**config.mk**
```make
export PLATFORM = sky130hd
export DESIGN_NAME = apb_master
export DESIGN_NICKNAME = d
export VERILOG_FILES = /design/src/rtl/apb_master.sv
export SDC_FILE = /design/constraint.sdc
export NUM_CORES = 1
export LEC_CHECK = 0
export CAP_MARGIN = 10
export CORE_UTILIZATION = 40
export CTS_CLUSTER_SIZE = 25
export DETAILED_ROUTE_END_ITERATION = 10
export GPL_ROUTABILITY_DRIVEN = 0
export GPL_TIMING_DRIVEN = 1
export PLACE_DENSITY = 0.81
export SYNTH_ARGS = -nofsm -noshare
export SYNTH_HDL_FRONTEND = slang
export SYNTH_SLANG_ARGS = --single-unit
```
**constraint.sdc**
```tcl
create_clock -name clk_i -period 2.5 [get_ports clk_i]
set_input_delay 0.25 -clock clk_i [delete_from_list [all_inputs] [get_ports clk_i]]
set_output_delay 0.25 -clock clk_i [all_outputs]
set_load 0.02 [all_outputs]
```
**src/rtl/apb_master.sv**
```systemverilog
// APB master: turns one local command at a time into an APB
// SETUP/ACCESS transfer and returns a one-cycle completion pulse.
// ACCESS can be cut short by a wait-cycle timeout, which completes as an error.
module apb_master #(
  parameter int DATA_WIDTH     = 32,
  parameter int BUS_WIDTH      = 64,
  parameter int ADDR_WIDTH     = 32,
  parameter int TIMEOUT_CYCLES = 16,
  localparam int MAX_DIM       = BUS_WIDTH / DATA_WIDTH
) (
  input  logic                  clk_i,
  input  logic                  rst_ni,
  input  logic                  cmd_valid_i,
  output logic                  cmd_ready_o,
  input  logic                  cmd_write_i,
  input  logic [ADDR_WIDTH-1:0] cmd_addr_i,
  input  logic [BUS_WIDTH-1:0]  cmd_wdata_i,
  input  logic [MAX_DIM-1:0]    cmd_strb_i,
  output logic                  rsp_valid_o,
  output logic [BUS_WIDTH-1:0]  rsp_rdata_o,
  output logic                  rsp_slverr_o,
  output logic                  rsp_timeout_o,
  output logic                  psel_o,
  output logic                  penable_o,
  output logic                  pwrite_o,
  output logic [ADDR_WIDTH-1:0] paddr_o,
  output logic [BUS_WIDTH-1:0]  pwdata_o,
  output logic [MAX_DIM-1:0]    pstrb_o,
  input  logic                  pready_i,
  input  logic                  pslverr_i,
  input  logic [BUS_WIDTH-1:0]  prdata_i
);

  // A zero limit turns the timeout off entirely; otherwise the transfer
  // gives up on the ACCESS cycle whose wait count is one below the limit,
  // i.e. after exactly TIMEOUT_CYCLES cycles without pready.
  localparam bit         TimeoutEn = (TIMEOUT_CYCLES > 0);
  localparam logic [7:0] WaitLast  = TimeoutEn ? 8'(TIMEOUT_CYCLES - 1) : 8'd0;

  typedef enum logic [1:0] {
    IDLE,
    SETUP,
    ACCESS
  } state_e;

  state_e                state_q, state_d;
  logic                  cmd_ready_q, cmd_ready_d;
  logic                  psel_q, psel_d;
  logic                  penable_q, penable_d;
  logic                  pwrite_q, pwrite_d;
  logic [ADDR_WIDTH-1:0] paddr_q, paddr_d;
  logic [BUS_WIDTH-1:0]  pwdata_q, pwdata_d;
  logic [MAX_DIM-1:0]    pstrb_q, pstrb_d;
  logic                  rsp_valid_q, rsp_valid_d;
  logic [BUS_WIDTH-1:0]  rsp_rdata_q, rsp_rdata_d;
  logic                  rsp_slverr_q, rsp_slverr_d;
  logic                  rsp_timeout_q, rsp_timeout_d;
  logic [7:0]            wait_cnt_q, wait_cnt_d;

  // Next-state and next-output computation; every output is a register.
  always_comb begin
    state_d       = state_q;
    cmd_ready_d   = cmd_ready_q;
    psel_d        = psel_q;
    penable_d     = penable_q;
    pwrite_d      = pwrite_q;
    paddr_d       = paddr_q;
    pwdata_d      = pwdata_q;
    pstrb_d       = pstrb_q;
    rsp_valid_d   = 1'b0;
    rsp_rdata_d   = rsp_rdata_q;
    rsp_slverr_d  = rsp_slverr_q;
    rsp_timeout_d = rsp_timeout_q;
    wait_cnt_d    = wait_cnt_q;

    unique case (state_q)
      IDLE: begin
        if (cmd_valid_i && cmd_ready_q) begin
          state_d     = SETUP;
          cmd_ready_d = 1'b0;
          psel_d      = 1'b1;
          penable_d   = 1'b0;
          pwrite_d    = cmd_write_i;
          paddr_d     = cmd_addr_i;
          pwdata_d    = cmd_write_i ? cmd_wdata_i : '0;
          pstrb_d     = cmd_write_i ? cmd_strb_i : '0;
        end
      end
      SETUP: begin
        state_d    = ACCESS;
        penable_d  = 1'b1;
        wait_cnt_d = 8'd0;
      end
      ACCESS: begin
        if (pready_i) begin
          state_d       = IDLE;
          cmd_ready_d   = 1'b1;
          psel_d        = 1'b0;
          penable_d     = 1'b0;
          pwdata_d      = '0;
          pstrb_d       = '0;
          rsp_valid_d   = 1'b1;
          rsp_slverr_d  = pslverr_i;
          rsp_timeout_d = 1'b0;
          rsp_rdata_d   = pwrite_q ? '0 : prdata_i;
        end else if (TimeoutEn && (wait_cnt_q == WaitLast)) begin
          state_d       = IDLE;
          cmd_ready_d   = 1'b1;
          psel_d        = 1'b0;
          penable_d     = 1'b0;
          pwdata_d      = '0;
          pstrb_d       = '0;
          rsp_valid_d   = 1'b1;
          rsp_slverr_d  = 1'b1;
          rsp_timeout_d = 1'b1;
          rsp_rdata_d   = '0;
        end else begin
          wait_cnt_d = wait_cnt_q + 8'd1;
        end
      end
      default: begin
        state_d     = IDLE;
        cmd_ready_d = 1'b1;
        psel_d      = 1'b0;
        penable_d   = 1'b0;
        pwdata_d    = '0;
        pstrb_d     = '0;
      end
    endcase
  end

  // State and output registers; reset aborts any transfer silently.
  always_ff @(posedge clk_i or negedge rst_ni) begin
    if (!rst_ni) begin
      state_q       <= IDLE;
      cmd_ready_q   <= 1'b1;
      psel_q        <= 1'b0;
      penable_q     <= 1'b0;
      pwrite_q      <= 1'b0;
      paddr_q       <= '0;
      pwdata_q      <= '0;
      pstrb_q       <= '0;
      rsp_valid_q   <= 1'b0;
      rsp_rdata_q   <= '0;
      rsp_slverr_q  <= 1'b0;
      rsp_timeout_q <= 1'b0;
      wait_cnt_q    <= 8'd0;
    end else begin
      state_q       <= state_d;
      cmd_ready_q   <= cmd_ready_d;
      psel_q        <= psel_d;
      penable_q     <= penable_d;
      pwrite_q      <= pwrite_d;
      paddr_q       <= paddr_d;
      pwdata_q      <= pwdata_d;
      pstrb_q       <= pstrb_d;
      rsp_valid_q   <= rsp_valid_d;
      rsp_rdata_q   <= rsp_rdata_d;
      rsp_slverr_q  <= rsp_slverr_d;
      rsp_timeout_q <= rsp_timeout_d;
      wait_cnt_q    <= wait_cnt_d;
    end
  end

  assign cmd_ready_o   = cmd_ready_q;
  assign psel_o        = psel_q;
  assign penable_o     = penable_q;
  assign pwrite_o      = pwrite_q;
  assign paddr_o       = paddr_q;
  assign pwdata_o      = pwdata_q;
  assign pstrb_o       = pstrb_q;
  assign rsp_valid_o   = rsp_valid_q;
  assign rsp_rdata_o   = rsp_rdata_q;
  assign rsp_slverr_o  = rsp_slverr_q;
  assign rsp_timeout_o = rsp_timeout_q;

endmodule

```
==> metrics.txt <==
# TYPE chip_impl_metric gauge
chip_impl_metric{name="crit_fanout",unit=""} 66
chip_impl_metric{name="finish.net_count",unit=""} 939
chip_impl_info{name="post-synth-top-area-cell",value="dfrtp_1"} 1
chip_impl_metric{name="minimum_clock_period_after_layout",unit="ps"} 1904
chip_impl_metric{name="ir_worst_vdd",unit="mV"} 0.6786
chip_impl_metric{name="unique_masters_post_synth",unit=""} 36
chip_impl_metric{name="num_io_pins",unit=""} 337
chip_impl_metric{name="syn_area",unit="µm²"} 6565
chip_impl_metric{name="finalHoldViolations",unit=""} 0
chip_impl_metric{name="net_count_after_synthesis",unit=""} 607
chip_impl_info{name="endpoint_kind",value="flop"} 1
chip_impl_metric{name="drt_pre_antenna_iters",unit=""} 4
chip_impl_metric{name="combined_area_of_the_multi_input_logic_cells",unit="µm²"} 1878
chip_impl_metric{name="routed_wirelength",unit="mm"} 18.70
chip_impl_metric{name="fin_worst_skew",unit="ps"} 9.755
chip_impl_metric{name="power.density",unit="nW/µm²"} 1313
chip_impl_metric{name="core_footprint",unit="µm²"} 15940
chip_impl_metric{name="die_width",unit="µm"} 130.1
chip_impl_metric{name="grt.overflow.total",unit=""} 0
chip_impl_metric{name="post_drt_wl_per_cell",unit="µm"} 18.72
chip_impl_info{name="tritoncts_clock_tree",value="done"} 1
chip_impl_metric{name="maxSlewViolCount",unit=""} 0
chip_impl_info{name="critical_path.startpoint_type",value="flop"} 1
chip_impl_metric{name="use_met2",unit=""} 0.3814
chip_impl_metric{name="numCtsBuffers",unit=""} 17
chip_impl_metric{name="ctsHtreeMaxLevel",unit=""} 4
chip_impl_metric{name="layout.area.seq",unit="µm²"} 4456
chip_impl_metric{name="drcViolationCount",unit=""} 0
chip_impl_metric{name="clkSlewWorstSetupHoldPaths",unit="ps"} 70
chip_impl_metric{name="timing.final.crit_share",unit=""} 0.7617
chip_impl_metric{name="post_cts_resize_count",unit=""} 0
chip_impl_info{name="capture_point_of_the_worst_reg_to_reg_path",value="pwdata_o[16]$_DFFE_PN0P_"} 1
chip_impl_metric{name="cp_data_required_time",unit="ps"} 2800
chip_impl_metric{name="layout.cell_area.non_filler",unit="µm²"} 10730
chip_impl_metric{name="syn_avg_cell_area",unit="µm²"} 14.99
chip_impl_metric{name="post-place-cells",unit=""} 966
chip_impl_info{name="synth_area_leaders",value="dfrtp_1, a22o_1, mux2_2, buf_6, buf_2"} 1
chip_impl_info{name="status",value="finished clean"} 1
chip_impl_metric{name="diodes",unit=""} 0
chip_impl_metric{name="first_global_vias",unit=""} 5400
chip_impl_metric{name="achievable-frequency",unit="GHz"} 0.5252
chip_impl_metric{name="fin_util",unit=""} 0.6730
chip_impl_metric{name="fillerInstances",unit=""} 1148
chip_impl_metric{name="post_dp_cell_area",unit="µm²"} 10130
chip_impl_metric{name="site_rows",unit=""} 46
chip_impl_metric{name="syn_to_final_growth",unit="%"} 63.43
chip_impl_metric{name="synthesis_warning_total",unit=""} 0
chip_impl_metric{name="buffer_ports.inserted",unit=""} 336
chip_impl_metric{name="drive_gt1_frac",unit=""} 0.1060
chip_impl_metric{name="timing.slew.headroom",unit=""} 0.6722
chip_impl_metric{name="power_leakage",unit="nW"} 4.667
chip_impl_info{name="clk_root_buffer_cell",value="clkbuf_16"} 1
chip_impl_metric{name="drt_first_iter_violations",unit=""} 207
chip_impl_metric{name="global_route_wire_length_before_repair",unit="mm"} 27.88
chip_impl_metric{name="grt.met3_usage",unit=""} 0.08364
chip_impl_info{name="unrepaired_setup_endpoints_after_global_routing",value="false"} 1
chip_impl_metric{name="synth-seq-cells",unit=""} 178
chip_impl_metric{name="globalRouteTotalUtil",unit=""} 0.2191
chip_impl_metric{name="cts.sinks",unit=""} 178
chip_impl_metric{name="drtAntennaViolNets",unit=""} 0
chip_impl_metric{name="worstRegToRegCells",unit=""} 5
chip_impl_info{name="rr_startpoint",value="wait_cnt_q[4]$_DFFE_PN0P_"} 1
chip_impl_metric{name="gr-usage-met1",unit=""} 0.2404
chip_impl_metric{name="final.setup.tns",unit="ps"} 0
chip_impl_info{name="setup.worst_path.class",value="reg2reg"} 1
chip_impl_metric{name="start_util",unit=""} 0.4118
chip_impl_info{name="worst_hold_path_type",value="in2async"} 1
chip_impl_metric{name="crit_arrival",unit="ps"} 2200
chip_impl_metric{name="drv_cap",unit=""} 0
chip_impl_metric{name="die_area",unit="µm²"} 16930
chip_impl_metric{name="post-layout-total-power",unit="mW"} 14.08
chip_impl_metric{name="clock_network_latency_to_the_later_pin_of_the_worst_skew_pair",unit="ps"} 420
chip_impl_metric{name="pin_count_of_the_biggest_net_entering_global_routing",unit=""} 87
chip_impl_metric{name="setup_violations",unit=""} 0
chip_impl_info{name="global_route.peak_usage_layer",value="met2"} 1
chip_impl_metric{name="vias_per_cell",unit=""} 5.116
chip_impl_metric{name="final_instance_count_excl_fillers",unit=""} 999
chip_impl_metric{name="number_of_antenna_violations_at_the_first_check_in_global_routing",unit=""} 0
chip_impl_metric{name="synthCells",unit=""} 438
chip_impl_metric{name="detailed_placement_hpwl",unit="mm"} 13.57
chip_impl_metric{name="netlist.area_leader.share",unit=""} 0.6747
chip_impl_metric{name="num_vias",unit=""} 5111
chip_impl_metric{name="setup.reg_to_reg.worst_slack",unit="ps"} 600
chip_impl_metric{name="slew_worst_pin",unit="ps"} 491.7
chip_impl_metric{name="vertical_die_dimension",unit="µm"} 130.1
chip_impl_metric{name="ctsLongestPathBuffers",unit=""} 2
chip_impl_metric{name="seq_area_frac_synth",unit=""} 0.6787
-- cells in the mapped netlist --
master and instances:
dfrtp_1 177, a22o_1 131, mux2_2 32, buf_2 16, buf_6 11, nand2_1 8, clkbuf_1 7, inv_1 7
nand3_1 7, a21oi_1 5, nor2_1 5, and3_1 3, nor3_1 3, o21ai_0 3, nor2_2 2, a21o_1 1
a21oi_2 1, a221o_1 1, a32oi_1 1, and2_1 1, dfstp_2 1, ha_1 1, mux2i_1 1, nand2b_1 1
nor2b_1 1, o211ai_1 1, o211ai_2 1, o21ai_1 1, o21ai_4 1, o21bai_1 1, o22a_1 1, o22ai_1 1
o31ai_1 1, or4_1 1, or4_4 1, xnor2_1 1
-- metal layers --
layer / share of wire / wire (µm)
met5: 0 / 0
met4: 0.022 / 404
met3: 0.095 / 1784
met2: 0.51 / 9466
met1: 0.38 / 7045
-- layout by cell type, fill, tap and decap left out, types with 2 or more instances in the layout --
master / netlist / layout
a21oi_1: 5 / 5
a22o_1: 131 / 131
and3_1: 3 / 2
buf_12: 0 / 5
buf_4: 0 / 5
clkbuf_16: 0 / 17
clkbuf_8: 0 / 3
clkdlybuf4s50_1: 0 / 335
clkinv_4: 0 / 3
dfrtp_1: 177 / 177
inv_1: 7 / 7
inv_6: 0 / 5
mux2_2: 32 / 32
nand2_1: 8 / 8
nand3_1: 7 / 7
nor2_1: 5 / 5
nor3_1: 3 / 3
o21ai_0: 3 / 3
o21ai_4: 1 / 2
-- metrics by stage --
step	setup slack, ps	hold WS (ps)
4_1_cts	559.0	282.5
5_1_grt	520.2	311.5
2_1_floorplan	679.5	-45.59
3_3_place_gp	577.1	167.7
3_5_place_dp	470.9	169.8
6_report	595.8	287.3
-- worst max path at each step --
stage / start / end / slack, ps / cells past startpoint
6_report: wait_cnt_q[4]$_DFFE_PN0P_ / pwdata_o[16]$_DFFE_PN0P_ / 600 / 5
5_1_grt: state_q[1]$_DFFE_PN0P_ / rsp_rdata_o[30]$_DFFE_PN0P_ / 520 / 6
4_1_cts: state_q[1]$_DFFE_PN0P_ / penable_o / 560 / 1
3_5_place_dp: pready_i / pwdata_o[32]$_DFFE_PN0P_ / 470 / 6
3_3_place_gp: pready_i / pwdata_o[51]$_DFFE_PN0P_ / 580 / 6
2_1_floorplan: state_q[1]$_DFFE_PN0P_ / pwdata_o[18]$_DFFE_PN0P_ / 680 / 8
-- kinds of logic (layout without fill, tap and decap cells) --
group | after synthesis | after routing | synth area share
DFF | 178 | 178 | 0.6787
AOI/OAI and AO/OA | 151 | 151 | 0.1971
buffers and inverters | 41 | 386 | 0.03907
muxes | 33 | 33 | 0.05641
and+or+nand+nor | 33 | 33 | 0.02554
adders and majority gates | 1 | 1 | 0.001906
xor gates and xnor gates | 1 | 1 | 0.001334
-- state kept, by name, summed over array words and instances, names as in the netlist --
signal and cells:
paddr_o 32, rsp_timeout_o 1, rsp_valid_o 1, pstrb_o 2, psel_o 1, pwdata_o 64, cmd_ready_o 1, rsp_slverr_o 1
wait_cnt_q 8, pwrite_o 1, state_q 2, rsp_rdata_o 64
-- power breakdown --
part	leakage, nW	switching (mW)	internal [mW]
Combinational	2.08	3.11	3.41
Sequential	2.30	0.780	4.15
Clock	0.291	1.15	1.48
-- worst max-delay path: stages, from the launching register on --
cell	delay, ps
dfrtp_1	440
or4_4	590
o21ai_4	210
a21oi_4	90
buf_12	210
a22o_1	220
-- timing repair --
action | CTS | global route
buffers inserted | 0 | 0
setup endpoints to repair | 0 | 0
hold buffers | 1 | 0
hold endpoints to repair | 36 | 0
-- area by class of cell --
class | count | share of cell area
flip-flops and latches | 178 | 0.4153
repair buffers | 347 | 0.3273
multi-input cells | 219 | 0.1750
clock buffers | 21 | 0.04385
well taps | 216 | 0.02519
clock inverters | 11 | 0.01085
inverters | 7 | 0.002449
Power figures use the tool's default switching activity.
